--- src/rtl/rect_draw_scheduler.sv ---
// Round-robin arbiter that lets N_REQ requesters share one VGA plot port.
// Each grant draws one clipped solid rectangle, one pixel per clock, in raster order.
module rect_draw_scheduler #(
  parameter int N_REQ    = 4,
  parameter int X_W      = 8,
  parameter int Y_W      = 7,
  parameter int COLOR_W  = 3,
  parameter int SCREEN_W = 160,
  parameter int SCREEN_H = 120
) (
  input  logic                       clk,
  input  logic                       reset,
  input  logic [N_REQ-1:0]           req,
  input  logic [N_REQ*X_W-1:0]       req_x,
  input  logic [N_REQ*Y_W-1:0]       req_y,
  input  logic [N_REQ*X_W-1:0]       req_w,
  input  logic [N_REQ*Y_W-1:0]       req_h,
  input  logic [N_REQ*COLOR_W-1:0]   req_color,
  output logic [N_REQ-1:0]           grant,
  output logic [N_REQ-1:0]           done,
  output logic                       busy,
  output logic                       plot,
  output logic [X_W-1:0]             vga_x,
  output logic [Y_W-1:0]             vga_y,
  output logic [COLOR_W-1:0]         vga_color
);

  localparam int IDX_W = $clog2(N_REQ);
  localparam logic [X_W:0] SCR_W = (X_W+1)'(SCREEN_W);
  localparam logic [Y_W:0] SCR_H = (Y_W+1)'(SCREEN_H);

  typedef enum logic [1:0] {IDLE = 2'd0, DRAW = 2'd1, DONE = 2'd2} state_e;

  state_e               state_q, state_d;
  logic [X_W-1:0]       x_q, x_d, w_q, w_d, dx_q, dx_d;
  logic [Y_W-1:0]       y_q, y_d, h_q, h_d, dy_q, dy_d;
  logic [COLOR_W-1:0]   color_q, color_d;
  logic [IDX_W-1:0]     winner_q, winner_d, rr_q, rr_d;
  logic [N_REQ-1:0]     grant_q, grant_d, done_q, done_d;
  logic                 busy_q, busy_d, plot_q, plot_d;
  logic [X_W-1:0]       vgaX_q, vgaX_d;
  logic [Y_W-1:0]       vgaY_q, vgaY_d;
  logic [COLOR_W-1:0]   vgaColor_q, vgaColor_d;

  logic [X_W-1:0]       reqX [N_REQ];
  logic [Y_W-1:0]       reqY [N_REQ];
  logic [X_W-1:0]       reqW [N_REQ];
  logic [Y_W-1:0]       reqH [N_REQ];
  logic [COLOR_W-1:0]   reqC [N_REQ];

  for (genvar g = 0; g < N_REQ; g++) begin : g_unpack
    assign reqX[g] = req_x[g*X_W +: X_W];
    assign reqY[g] = req_y[g*Y_W +: Y_W];
    assign reqW[g] = req_w[g*X_W +: X_W];
    assign reqH[g] = req_h[g*Y_W +: Y_W];
    assign reqC[g] = req_color[g*COLOR_W +: COLOR_W];
  end

  // First requesting index at or above the rr pointer, wrapping around.
  logic             found;
  logic [IDX_W-1:0] pick;
  logic [IDX_W:0]   cand;

  always_comb begin
    found = 1'b0;
    pick  = '0;
    cand  = '0;
    for (int i = 0; i < N_REQ; i++) begin
      cand = {1'b0, rr_q} + (IDX_W+1)'(i);
      if (cand >= (IDX_W+1)'(N_REQ)) cand = cand - (IDX_W+1)'(N_REQ);
      if (!found && req[cand[IDX_W-1:0]]) begin
        found = 1'b1;
        pick  = cand[IDX_W-1:0];
      end
    end
  end

  logic           lastCol, lastRow;
  logic [X_W:0]   sumX;
  logic [Y_W:0]   sumY;

  always_comb begin
    state_d    = state_q;
    x_d        = x_q;
    y_d        = y_q;
    w_d        = w_q;
    h_d        = h_q;
    color_d    = color_q;
    dx_d       = dx_q;
    dy_d       = dy_q;
    winner_d   = winner_q;
    rr_d       = rr_q;
    grant_d    = grant_q;
    done_d     = '0;
    plot_d     = 1'b0;
    vgaX_d     = vgaX_q;
    vgaY_d     = vgaY_q;
    vgaColor_d = vgaColor_q;
    lastCol    = (dx_q == w_q - X_W'(1));
    lastRow    = (dy_q == h_q - Y_W'(1));

    case (state_q)
      IDLE: begin
        if (found) begin
          x_d      = reqX[pick];
          y_d      = reqY[pick];
          w_d      = reqW[pick];
          h_d      = reqH[pick];
          color_d  = reqC[pick];
          winner_d = pick;
          dx_d     = '0;
          dy_d     = '0;
          grant_d  = '0;
          if (reqW[pick] == '0 || reqH[pick] == '0) begin
            state_d      = DONE;
            done_d[pick] = 1'b1;
          end else begin
            state_d       = DRAW;
            grant_d[pick] = 1'b1;
          end
        end
      end
      DRAW: begin
        if (lastCol && lastRow) begin
          state_d          = DONE;
          grant_d          = '0;
          done_d[winner_q] = 1'b1;
        end else if (lastCol) begin
          dx_d = '0;
          dy_d = dy_q + Y_W'(1);
        end else begin
          dx_d = dx_q + X_W'(1);
        end
      end
      DONE: begin
        state_d = IDLE;
        rr_d    = (winner_q == IDX_W'(N_REQ-1)) ? '0 : winner_q + IDX_W'(1);
      end
      default: state_d = IDLE;
    endcase

    // Pixel outputs are registered, so they describe the pixel of the next cycle.
    sumX = {1'b0, x_d} + {1'b0, dx_d};
    sumY = {1'b0, y_d} + {1'b0, dy_d};
    if (state_d == DRAW) begin
      plot_d     = (sumX < SCR_W) && (sumY < SCR_H);
      vgaX_d     = sumX[X_W-1:0];
      vgaY_d     = sumY[Y_W-1:0];
      vgaColor_d = color_d;
    end
    busy_d = (state_d != IDLE);
  end

  always_ff @(posedge clk or posedge reset) begin
    if (reset) begin
      state_q    <= IDLE;
      x_q        <= '0;
      y_q        <= '0;
      w_q        <= '0;
      h_q        <= '0;
      color_q    <= '0;
      dx_q       <= '0;
      dy_q       <= '0;
      winner_q   <= '0;
      rr_q       <= '0;
      grant_q    <= '0;
      done_q     <= '0;
      busy_q     <= 1'b0;
      plot_q     <= 1'b0;
      vgaX_q     <= '0;
      vgaY_q     <= '0;
      vgaColor_q <= '0;
    end else begin
      state_q    <= state_d;
      x_q        <= x_d;
      y_q        <= y_d;
      w_q        <= w_d;
      h_q        <= h_d;
      color_q    <= color_d;
      dx_q       <= dx_d;
      dy_q       <= dy_d;
      winner_q   <= winner_d;
      rr_q       <= rr_d;
      grant_q    <= grant_d;
      done_q     <= done_d;
      busy_q     <= busy_d;
      plot_q     <= plot_d;
      vgaX_q     <= vgaX_d;
      vgaY_q     <= vgaY_d;
      vgaColor_q <= vgaColor_d;
    end
  end

  assign grant     = grant_q;
  assign done      = done_q;
  assign busy      = busy_q;
  assign plot      = plot_q;
  assign vga_x     = vgaX_q;
  assign vga_y     = vgaY_q;
  assign vga_color = vgaColor_q;

endmodule

--- config.mk ---
export PLATFORM = sky130hd
export DESIGN_NAME = rect_draw_scheduler
export DESIGN_NICKNAME = d
export VERILOG_FILES = /design/src/rtl/rect_draw_scheduler.sv
export SDC_FILE = /design/constraint.sdc
export NUM_CORES = 1
export LEC_CHECK = 0
export ABC_AREA = 0
export ABC_CLOCK_PERIOD_IN_PS = 5900
export CELL_PAD_IN_SITES_DETAIL_PLACEMENT = 1
export CELL_PAD_IN_SITES_GLOBAL_PLACEMENT = 1
export CORE_ASPECT_RATIO = 1.25
export CORE_MARGIN = 4
export CORE_UTILIZATION = 36
export CTS_BUF_LIST = sky130_fd_sc_hd__clkbuf_8
export DETAILED_ROUTE_END_ITERATION = 6
export HOLD_SLACK_MARGIN = 0.06
export PLACE_DENSITY_LB_ADDON = 0.08
export SLEW_MARGIN = 20
export SYNTH_ARGS = -nofsm -noshare
export SYNTH_HDL_FRONTEND = slang
export SYNTH_SLANG_ARGS = --single-unit
--- constraint.sdc ---
create_clock -name clk -period 5.9 [get_ports clk]
set_input_delay 1.77 -clock clk [delete_from_list [all_inputs] [get_ports clk]]
set_output_delay 1.77 -clock clk [all_outputs]
set_load 0.05 [all_outputs]
==> results by group, run 1 <==
Outcome
  • Status: finished, final reports clean

Critical path
  • Worst path max stage delay: 0.65 ns
  • Worst setup EP type: register
  • CP required: 6.22 ns
  • CP max FO: 13
  • R2r startpoint: w_q[0]
  • CP startpoint: req[1]
  • Crit path kind: input pin to register
  • Critical path startpoint category: input pin
  • Slowest cell on crit path: nor4_1
  • CP cell instances: clkdlybuf4s50_1 > nor4_1 > or3_2 > o21ai_0 > ha_1 > fa_1 > a21o_1 > a21oi_1 > nor2b_1 > o21a_1 > o21a_1 > o21ai_0 > nand2_1 > nor3_1 > and4_1
  • CP arrival: between 5 and 6 ns

STA
  • Max-slew violation count: 0
  • Slew headroom: 43.95%
  • RSZ-0062 raised after global routing: no
  • Worst Skew: between 0.01 and 0.015 ns
  • Final hold slack: a little under 0.5 ns
  • Worst Tran Pin Value: approximately 0.84 ns
  • Minimum clock period: roughly 5.3 ns
  • Count of final setup violators: 0
  • Part of the cycle the worst path needs: roughly 90%
  • Final hold viol count: 0
  • Final TNS setup: 0 ns
  • Fmax achieved: 189.1 MHz
  • Post-route setup slack: 0.6107 ns

Cells and area
  • Area delta synth->final: 38.07%
  • Layout cells sized above 1: 9.371%
  • Final #Nets: 937
  • Ant diodes: 0
  • Layout fillers: 1756

Floorplan
  • Starting density of the core: 37.10%
  • Num rows: 49
  • I/O pin cnt: 166
  • Die W: 117.4 um
  • Core outline area: 0.01453 mm^2
  • Die area: 0.01701 mm^2
  • Die Height: ~140 um

Detailed routing
  • Initial DRC Count: between 100 and 150
  • Routed via count: 4983
  • Drt pass-1 iters: 4
  • # DRC: 0
  • Avg WL per Cell: 17.41 um
  • Via density: between 5 and 6
  • Final ANT Viol Nets: 0
  • Routed WL: 16660 um

Synth
  • Synthesized flop and latch total: 82
  • Cell with the most instances after synthesis: nand2_1
  • Top cells by count, synth: nand2_1, dfrtp_1, o21ai_0
  • Async S/R FF share, synth: 100.0%
  • YS warnings: 0
  • Synthesized area per cell: 8.750 um^2
  • Synth top area cells: dfrtp_1, nand2_1, mux2_2, mux2i_1, o21ai_0
  • Syn Nets: 779
  • Yosys cell types: 48
  • Number of synthesized flops with an enable pin: 0
  • Seq/Total Area, Yosys: 38.07%
  • Synth Instances: 616
  • Mapped Area: about 0.0054 mm^2
  • Main synth FF type: dfrtp_1
  • Largest area contributor in the netlist: dfrtp_1
  • Yosys top cell area share: between 30% and 40%

Place
  • Post-Place Setup Slack: approximately 0.25 ns
  • Dpl hpwl: 13290 um
  • Port Buf Inserts: approximately 170
  • Final Wtd Congestion: 0.8001

GRT
  • M2 GR Usage: 37.67%
  • Initial antenna violation count: 0
  • Met3 usage: 4.977%
  • Remaining Overflow, GRT: 0
  • Largest net degree at the start of global routing: 48
  • First-pass GRT wire length: 28100 um
  • Vias in the first global route: 5589
  • Met1 usage: 23.69%
  • Most crowded layer after global routing: met2
  • Tot GR Track Use: between 20 and 25%

Worst hold path
  • Hold Path Class: register to register
  • Worst hold start: color_q[0]

CTS
  • CTS resizes: 0
  • CTS max path bufs: 2
  • CTS Buf Count: 9
  • Number of post-CTS setup repair buffers: 0
  • CTS H-tree depth: 3
  • CTS tree: built
  • CTS hold repair buffers: 0
  • Root buf cell: clkbuf_8
  • Clock latency on the worst-skew pair: 0.37 ns
  • Clk slew on worst S/H paths: about 0.090 ns
  • Clock sink count: 82

Power
  • Leak pwr: roughly 3.2 nW
  • PwrDens: 459.9 mW/mm^2
  • Tot Pwr: 0.003422 W
  • Peak supply drop: 0.0001948 V

Flow run
  • Max-Cap Viols: 0
## cells by family (layout without fill, tap and decap cells)
logic type,after synthesis,in the layout,synth area share (%)
AO/OA/AOI/OAI,116,116,13.35
XOR/XNOR,32,32,5.200
flip-flops,82,82,38.07
buffers and inverters,44,207,3.435
AND/OR/NAND/NOR,248,248,20.24
multiplexers,69,69,13.63
adder cells (fa/ha/maj),25,25,6.082
## state kept, by name, indices dropped and copies added (netlist names), 2 cells and up
| signal | flops |
|---|---|
| vga_x | 8 |
| y_q | 7 |
| grant | 4 |
| state_q | 2 |
| dy_q | 7 |
| vga_color | 3 |
| vga_y | 7 |
| x_q | 8 |
| winner_q | 2 |
| rr_q | 2 |
| dx_q | 8 |
| color_q | 3 |
| w_q | 8 |
| done | 4 |
| h_q | 7 |
## cell usage in the layout (no fill, tap or decap), types with 10 or more instances in the layout
master           instances
nand3_1                 28
a21oi_1                 13
xor2_1                  11
ha_1                    23
clkdlybuf4s50_1        165
nor2_1                  32
inv_1                   13
dfrtp_1                 82
clkbuf_8                10
o21ai_0                 62
buf_4                   12
xnor2_1                 21
mux2i_1                 34
nor3_1                  12
nand2_1                144
mux2_2                  35
## worst max-delay path, delay by kind of cell
family,cells,cell delay (ns)
simple gates,6,1.56
compound gates,6,1.10
fa+ha+maj,2,0.68
buf+inv,1,0.48
## where the power goes
| part | total [W] | internal, W | switching (W) |
|---|---|---|---|
| clock | 0.000379 | 0.000161 | 0.000218 |
| sequential | 0.00103 | 0.000819 | 0.000211 |
| combinational | 0.00201 | 0.000908 | 0.00111 |
| total | 0.00342 | 0.00189 | 0.00153 |
## path summary, 6_finish.rpt
check,to,slack (ns),cells after the start
worst min-delay path,color_q[0],0.50,2
max in group asynchronous,x_q[3],3.06,3
worst max-delay path,plot,0.61,15
worst min register to register,color_q[0],0.50,2
worst max register to register,plot,1.13,18
min in group asynchronous,w_q[3],1.85,2
## metrics by stage
stage	std cells	util, %	cell area, um^2
4_1_cts	957	51.22	7442
6_report	957	51.22	7442
2_1_floorplan	616	-	5390
5_1_grt	957	51.22	7442
3_5_place_dp	941	50.03	7269
3_3_place_gp	941	50.03	7269
## cell type report
type / instances / area, um^2 / share of cell area [%]
well taps: 178 / 222.7 / 2.993
multi-input cells: 490 / 3167 / 42.55
repair buffers: 179 / 1782 / 23.94
clock buffers: 10 / 137.6 / 1.849
flip-flops and latches: 82 / 2052 / 27.57
inverters: 12 / 46.29 / 0.6221
clock inverters: 6 / 35.03 / 0.4707
## layer usage
layer  wire [um]  part of all wire [%]  vias up
met4         240                   1.4        0
li1            -                     -     2448
met1        7049                    42     2355
met3         995                   6.0       16
met5           0                     0        -
met2        8373                    50      164
Power figures use the tool's default switching activity.
==> run 2, diff against run 1 <==
Settings changed: GPL_TIMING_DRIVEN set to 0, SLEW_MARGIN 20 to 40.
==> run 2 against run 1 <==
- sequential share of layout area down 0.36 points
- cell area up 1.3%
- clock power increased by 2%
- worst hold slack improved by 0.0068 ns
- count of clock-buffer cells in the layout did not move
- sequential power barely moved
- flip-flop and latch count unchanged
- global-route usage rose by 1.1 points
- clock skew grew 0.0035 ns
- highest routed layer unchanged
- critical path type unchanged
- fmax is 5.6% lower
- first-iteration DRC count grew 17%
- non-clock buffer count is 16 higher
==> results by group, run 2 (same netlist as run 1, synthesis figures left out) <==
Critical path
  • R2r startpoint: w_q[0]
  • Worst R2R End: plot
  • CP max FO: 12 (-1)
  • CP cell instances: clkdlybuf4s50_1 > nor4_2 > or3_4 > clkbuf_2 > clkbuf_2 > nand2_1 > o21ai_1 > ha_1 > a21o_1 > a21oi_1 > nor2b_1 > o21a_1 > o41ai_1 > xnor2_1 > o21ai_0 > and4_1
  • CP required: 6.15 ns (-0.07 ns)
  • CP arrival: 5.86 ns (+0.26 ns)
  • Worst setup EP type: register
  • Critical path startpoint category: input pin
  • R2R Setup Slk: 1.07 ns (-0.06 ns)
  • Crit path to: plot
  • Register-to-Register Path Depth: 18 (unchanged)
  • Crit path kind: input pin to register
  • Slowest cell on crit path: nor4_2
  • Worst path max stage delay: 0.59 ns (-0.06 ns)
  • Most used cell, CP: clkbuf_2
  • CP startpoint: req[0]

Floorplan
  • I/O pin cnt: 166 (unchanged)
  • Die Height: 144.8 um (unchanged)
  • Num rows: 49 (unchanged)
  • Die W: 117.4 um (unchanged)
  • Die area: 0.01701 mm^2 (unchanged)
  • Core outline area: 0.01453 mm^2 (unchanged)
  • Starting density of the core: 37.10% (unchanged)

Cells and area
  • Layout fillers: 1712 (-2.5%)
  • Ant diodes: 0 (unchanged)
  • Area delta synth->final: 39.90%
  • Layout cells sized above 1: 10.44% (+1.1 points)
  • Commonest non-fill, non-tap cell in the layout: clkdlybuf4s50_1
  • Fin area: 0.007541 mm^2 (+1.3%)
  • Final #Nets: 953 (+1.7%)
  • Most frequent cells in the layout: clkdlybuf4s50_1, nand2_1, dfrtp_1

CTS
  • Clock latency on the worst-skew pair: 0.37 ns (about the same)
  • Root buf cell: clkbuf_8
  • Clock sink count: 82 (unchanged)
  • CTS max path bufs: 2 (unchanged)
  • CTS hold repair buffers: 0 (unchanged)
  • CTS H-tree depth: 3 (unchanged)
  • Clk slew on worst S/H paths: 0.10 ns (about the same)
  • CTS Buf Count: 9 (unchanged)
  • CTS tree: built

GRT
  • Initial antenna violation count: 0 (unchanged)
  • First-pass GRT wire length: 29350 um (+4.5%)
  • Largest net degree at the start of global routing: 54 (+13%)
  • Remaining Overflow, GRT: 0 (unchanged)
  • Vias in the first global route: 5800 (+3.8%)
  • Tot GR Track Use: 21.35% (+1.1 points)

Power
  • Peak supply drop: 0.0002314 V (+19%)
  • Leak pwr: 3.287 nW (+1.6%)
  • PwrDens: 457.6 mW/mm^2 (-0.50%)

Place
  • Placed cell areas: 0.007305 mm^2 (+0.48%)
  • Post-Place Setup Slack: -1.244 ns (-1.493 ns)
  • Port Buf Inserts: 165 (unchanged)
  • Final Wtd Congestion: 0.9213 (+15%)
  • Dpl hpwl: 14720 um (+11%)

STA
  • Slew headroom: 51.32% (+7.4 points)
  • RSZ-0062 raised after global routing: no
  • Final hold viol count: 0 (unchanged)
  • Fmax achieved: 178.5 MHz (-5.6%)
  • Minimum clock period: 5.602 ns (+0.3127 ns)
  • Final TNS setup: 0 ns (unchanged)
  • Count of final setup violators: 0 (unchanged)
  • Worst Skew: 0.01510 ns (+0.003471 ns)
  • Max-slew violation count: 0 (unchanged)
  • Part of the cycle the worst path needs: 94.95% (+5.3 points)
  • Worst Tran Pin Value: 0.7303 ns (-0.1095 ns)
  • Post-route setup slack: 0.2980 ns (-0.3127 ns)

Detailed routing
  • Final ANT Viol Nets: 0 (unchanged)
  • # DRC: 0 (unchanged)
  • Routed WL: 17720 um (+6.3%)
  • Drt pass-1 iters: 4 (unchanged)
  • Via density: 5.277 (+1.4%)
  • Avg WL per Cell: 18.21 um (+4.6%)
  • Routed via count: 5135 (+3.1%)
  • Initial DRC Count: 153 (+17%)

Flow run
  • Max-Cap Viols: 0 (unchanged)

Outcome
  • Status: finished, final reports clean

Worst hold path
  • Hold Path Class: register to register
-- run 2: cell types whose count changed in the layout (fill, tap and decap cells not counted), sizes merged --
| cell | delta |
|---|---|
| clkdlybuf4s50 | -1 |
| buf | -2 |
| dlymetal6s2s | +1 |
| clkbuf | +18 |
| inv | +1 |
| clkinv | -1 |
-- run 2: what timing repair did --
action / in CTS / in global routing
endpoints found under the setup margin: 10 / 4
buffers inserted: 1 / 0
pin swaps: 1 / 0
resized for setup: 16 / 14
hold endpoints to repair: 0 / 0
-- run 2: worst min-delay path by stage --
stage	to	startpoint	slack (ns)	cells past startpoint
after floorplan	color_q[0]	color_q[0]	0.45	2
after global placement	color_q[1]	color_q[1]	0.47	2
after detailed placement	color_q[0]	color_q[0]	0.48	2
after CTS	color_q[0]	color_q[0]	0.51	2
after global routing	vga_color[0]	vga_color[0]	0.53	1
final	grant[3]	grant[3]	0.50	1
-- run 2: area by class of cell --
class                      count  area, um^2  area share (%)
buffer                        28       163.9           2.174
clock inverter                 6       48.80          0.6471
multi-input combinational    490        3177           42.13
inverter                      12       50.05          0.6637
clock buffer                  10       137.6           1.825
sequential                    82        2052           27.21
tap                          178       222.7           2.953
timing repair buffer         167        1689           22.40
-- run 2: per-layer routing --
layer | wire length [um] | GRT usage [%] | vias up
met2 | 8976 | 39.83 | 177
met3 | 1047 | 5.404 | 31
met5 | 0 | 0 | -
met4 | 464 | 8.277 | 0
met1 | 7227 | 23.54 | 2445
li1 | - | - | 2482
-- run 2: report_power, final --
group          switching [W]  total, W  leakage (nW)  internal (W)
clock network       0.000219  0.000387        0.0855      0.000168
registers           0.000200   0.00102          1.01      0.000819
logic                0.00113   0.00204          2.19      0.000911
-- run 2: critical path, delay by kind of cell --
kind	cells	cell delay [ns]
AOI/OAI and AO/OA	6	1.23
xor gates and xnor gates	1	0.20
adders and majority gates	1	0.29
buffers and inverters	3	1.09
and+or+nand+nor	5	1.27
-- run 2: stage by stage --
step / hold slack (ns) / total power [W] / std cells / util, %
floorplan: 0.4493 / 0.002438 / 616 / -
global placement: 0.4675 / 0.002970 / 959 / 50.00
detailed placement: 0.4830 / 0.003080 / 960 / 50.27
CTS: 0.5055 / 0.003488 / 974 / 51.76
global route: 0.5268 / 0.003731 / 973 / 51.90
finish: 0.5030 / 0.003450 / 973 / 51.90
==> run 3, diff against run 2 <==
==> constraint.sdc (replaced) <==
create_clock -name clk -period 5.9 [get_ports clk]
set_input_delay 1.18 -clock clk [delete_from_list [all_inputs] [get_ports clk]]
set_output_delay 1.18 -clock clk [all_outputs]
set_load 0.05 [all_outputs]
==> run 3 against run 2 <==
- fmax increased by 0.93%
- via count decreased by 0.12%
- non-clock buffer count increased by 3
- first-iteration DRC count increased by 9.8%
- setup slack improved by 0.052 ns
- highest routed layer unchanged
==> results by group, run 3 (same netlist as run 1, synthesis figures left out) <==
CTS
  • Clock latency on the worst-skew pair: 0.36 ns (about the same)
  • CTS H-tree depth: 3 (unchanged)
  • CTS hold repair buffers: 0 (unchanged)
  • Root buf cell: clkbuf_8
  • Clk slew on worst S/H paths: 0.09 ns (about the same)
  • CTS tree: built
  • CTS max path bufs: 2 (unchanged)
  • Clock sink count: 82 (unchanged)
  • CTS Buf Count: 9 (unchanged)

Cells and area
  • Layout fillers: 1718 (+0.35%)
  • Commonest non-fill, non-tap cell in the layout: clkdlybuf4s50_1
  • Final #Nets: 956 (+0.31%)
  • Final non-filler cell total: 976 (+0.31%)
  • Footprint of the multi-input gates: 0.003167 mm^2 (-0.32%)
  • Register area: 0.002052 mm^2 (unchanged)
  • Ant diodes: 0 (unchanged)
  • Area delta synth->final: 39.37%
  • Layout cells sized above 1: 9.649% (-0.79 points)
  • Most frequent cells in the layout: clkdlybuf4s50_1, nand2_1, dfrtp_1

Place
  • Dpl cells: 960 (unchanged)
  • Final Wtd Congestion: 0.9213 (unchanged)
  • Port Buf Inserts: 165 (unchanged)
  • Dpl hpwl: 14720 um (unchanged)

Floorplan
  • Die area: 0.01701 mm^2 (unchanged)
  • Die Height: 144.8 um (unchanged)
  • Num rows: 49 (unchanged)
  • I/O pin cnt: 166 (unchanged)
  • Core outline area: 0.01453 mm^2 (unchanged)
  • Starting density of the core: 37.10% (unchanged)
  • Die W: 117.4 um (unchanged)

Critical path
  • Crit path kind: input pin to register
  • Critical path startpoint category: input pin
  • CP max FO: 10 (-2)
  • Worst setup EP type: register
  • Most used cell, CP: clkbuf_1
  • CP arrival: 5.81 ns (-0.05 ns)
  • CP cell instances: clkdlybuf4s50_1 > nor4_2 > or3_1 > clkbuf_1 > clkbuf_1 > clkbuf_2 > nand2_1 > o21ai_1 > ha_1 > a21o_1 > a21oi_1 > nor2b_1 > o21a_1 > o41ai_1 > xnor2_1 > o21ai_0 > and4_1
  • Worst path max stage delay: 0.57 ns (-0.02 ns)
  • CP required: 6.16 ns (about the same)
  • Slowest cell on crit path: nor4_2

Power
  • Leak pwr: 3.265 nW (-0.68%)
  • Peak supply drop: 0.0002262 V (-2.2%)
  • Tot Pwr: 0.003435 W (-0.44%)
  • PwrDens: 457.3 mW/mm^2 (about the same)

Flow run
  • Max-Cap Viols: 0 (unchanged)

STA
  • Part of the cycle the worst path needs: 94.07% (-0.87 points)
  • Slew headroom: 51.22% (-0.094 points)
  • Worst Tran Pin Value: 0.7317 ns (+0.001409 ns)
  • Minimum clock period: 5.550 ns (-0.05162 ns)
  • Fmax achieved: 180.2 MHz (+0.93%)
  • Worst Skew: 0.01228 ns (-0.002820 ns)
  • Count of final setup violators: 0 (unchanged)
  • RSZ-0062 raised after global routing: no
  • Final TNS setup: 0 ns (unchanged)
  • Max-slew violation count: 0 (unchanged)
  • Final hold viol count: 0 (unchanged)

GRT
  • Remaining Overflow, GRT: 0 (unchanged)
  • Largest net degree at the start of global routing: 54 (unchanged)
  • Met3 usage: 5.327% (-0.078 points)
  • Most crowded layer after global routing: met2
  • Initial antenna violation count: 0 (unchanged)
  • M2 GR Usage: 40.19% (+0.37 points)
  • Vias in the first global route: 5784 (-0.28%)
  • Tot GR Track Use: 21.34% (about the same)
  • First-pass GRT wire length: 29350 um (unchanged)
  • Met1 usage: 23.56% (+0.024 points)

Detailed routing
  • Avg WL per Cell: 18.13 um (-0.43%)
  • Routed WL: 17690 um (-0.12%)
  • Drt pass-1 iters: 4 (unchanged)
  • # DRC: 0 (unchanged)
  • Final ANT Viol Nets: 0 (unchanged)
  • Routed via count: 5129 (-0.12%)
  • Via density: 5.255 (-0.42%)
  • Initial DRC Count: 168 (+9.8%)

Worst hold path
  • Hold Path Class: register to register

Outcome
  • Status: finished, final reports clean
## run 3: changes by cell type in the layout (fill, tap and decap cells not counted), sizes merged
| cell | previous run | this run |
|---|---|---|
| clkbuf | 28 | 30 |
| buf | 12 | 13 |
| clkdlybuf4s50 | 164 | 165 |
| dlymetal6s2s | 1 | 0 |
## run 3: worst max-delay path, delay by kind of cell
kind            cells  cell delay [ns]
buf+inv             4             1.74
compound gates      6             1.23
simple gates        5             1.16
fa+ha+maj           1             0.29
xor+xnor            1             0.20
## run 3: area by class of cell
type / count / share of cell area, %
buffer: 31 / 1.965
clock buffer: 10 / 1.832
clock inverter: 6 / 0.6496
inverter: 12 / 0.6662
multi-input combinational: 490 / 42.16
sequential: 82 / 27.32
tap: 178 / 2.965
timing repair buffer: 167 / 22.45
## run 3: repair_timing
action                                  CTS  global route
gates resized for setup                   4            11
endpoints found under the setup margin    2             2
buffers inserted                          1             0
pin swaps                                 1             0
## run 3: report_power, final
group | switching (W) | internal, W
sequential | 0.000201 | 0.000819
clock | 0.000219 | 0.000168
combinational | 0.00112 | 0.000904
## run 3: through the flow
| stage | worst slack [ns] | cell area (um^2) | hold slack [ns] | utilization (%) |
|---|---|---|---|---|
| after floorplan | 0.9036 | 5390 | 0.4493 | - |
| after global routing | 0.02617 | 7512 | 0.5268 | 51.70 |
| after global placement | -0.7776 | 7264 | 0.4675 | 50.00 |
| after CTS | 0.1526 | 7503 | 0.5055 | 51.64 |
| final | 0.3496 | 7512 | 0.5027 | 51.70 |
| after detailed placement | -0.6538 | 7305 | 0.4830 | 50.27 |
## run 3: worst paths after layout
check	startpoint	end	slack, ns	depth (start not counted)
worst max-delay path	req[0]	plot	0.35	17
worst min-delay path	grant[3]	grant[3]	0.50	1
worst max register to register	w_q[0]	plot	1.11	18
worst min register to register	grant[3]	grant[3]	0.50	1
max in group asynchronous	reset	dy_q[2]	4.20	3
min in group asynchronous	reset	w_q[3]	1.16	2
## run 3: metal layers
| metal | part of all wire (%) | routed length (um) | vias to the layer above |
|---|---|---|---|
| li1 | - | - | 2491 |
| met1 | 41 | 7203 | 2431 |
| met2 | 51 | 9027 | 180 |
| met3 | 6.0 | 1055 | 27 |
| met4 | 2.3 | 407 | 0 |
| met5 | 0 | 0 | - |
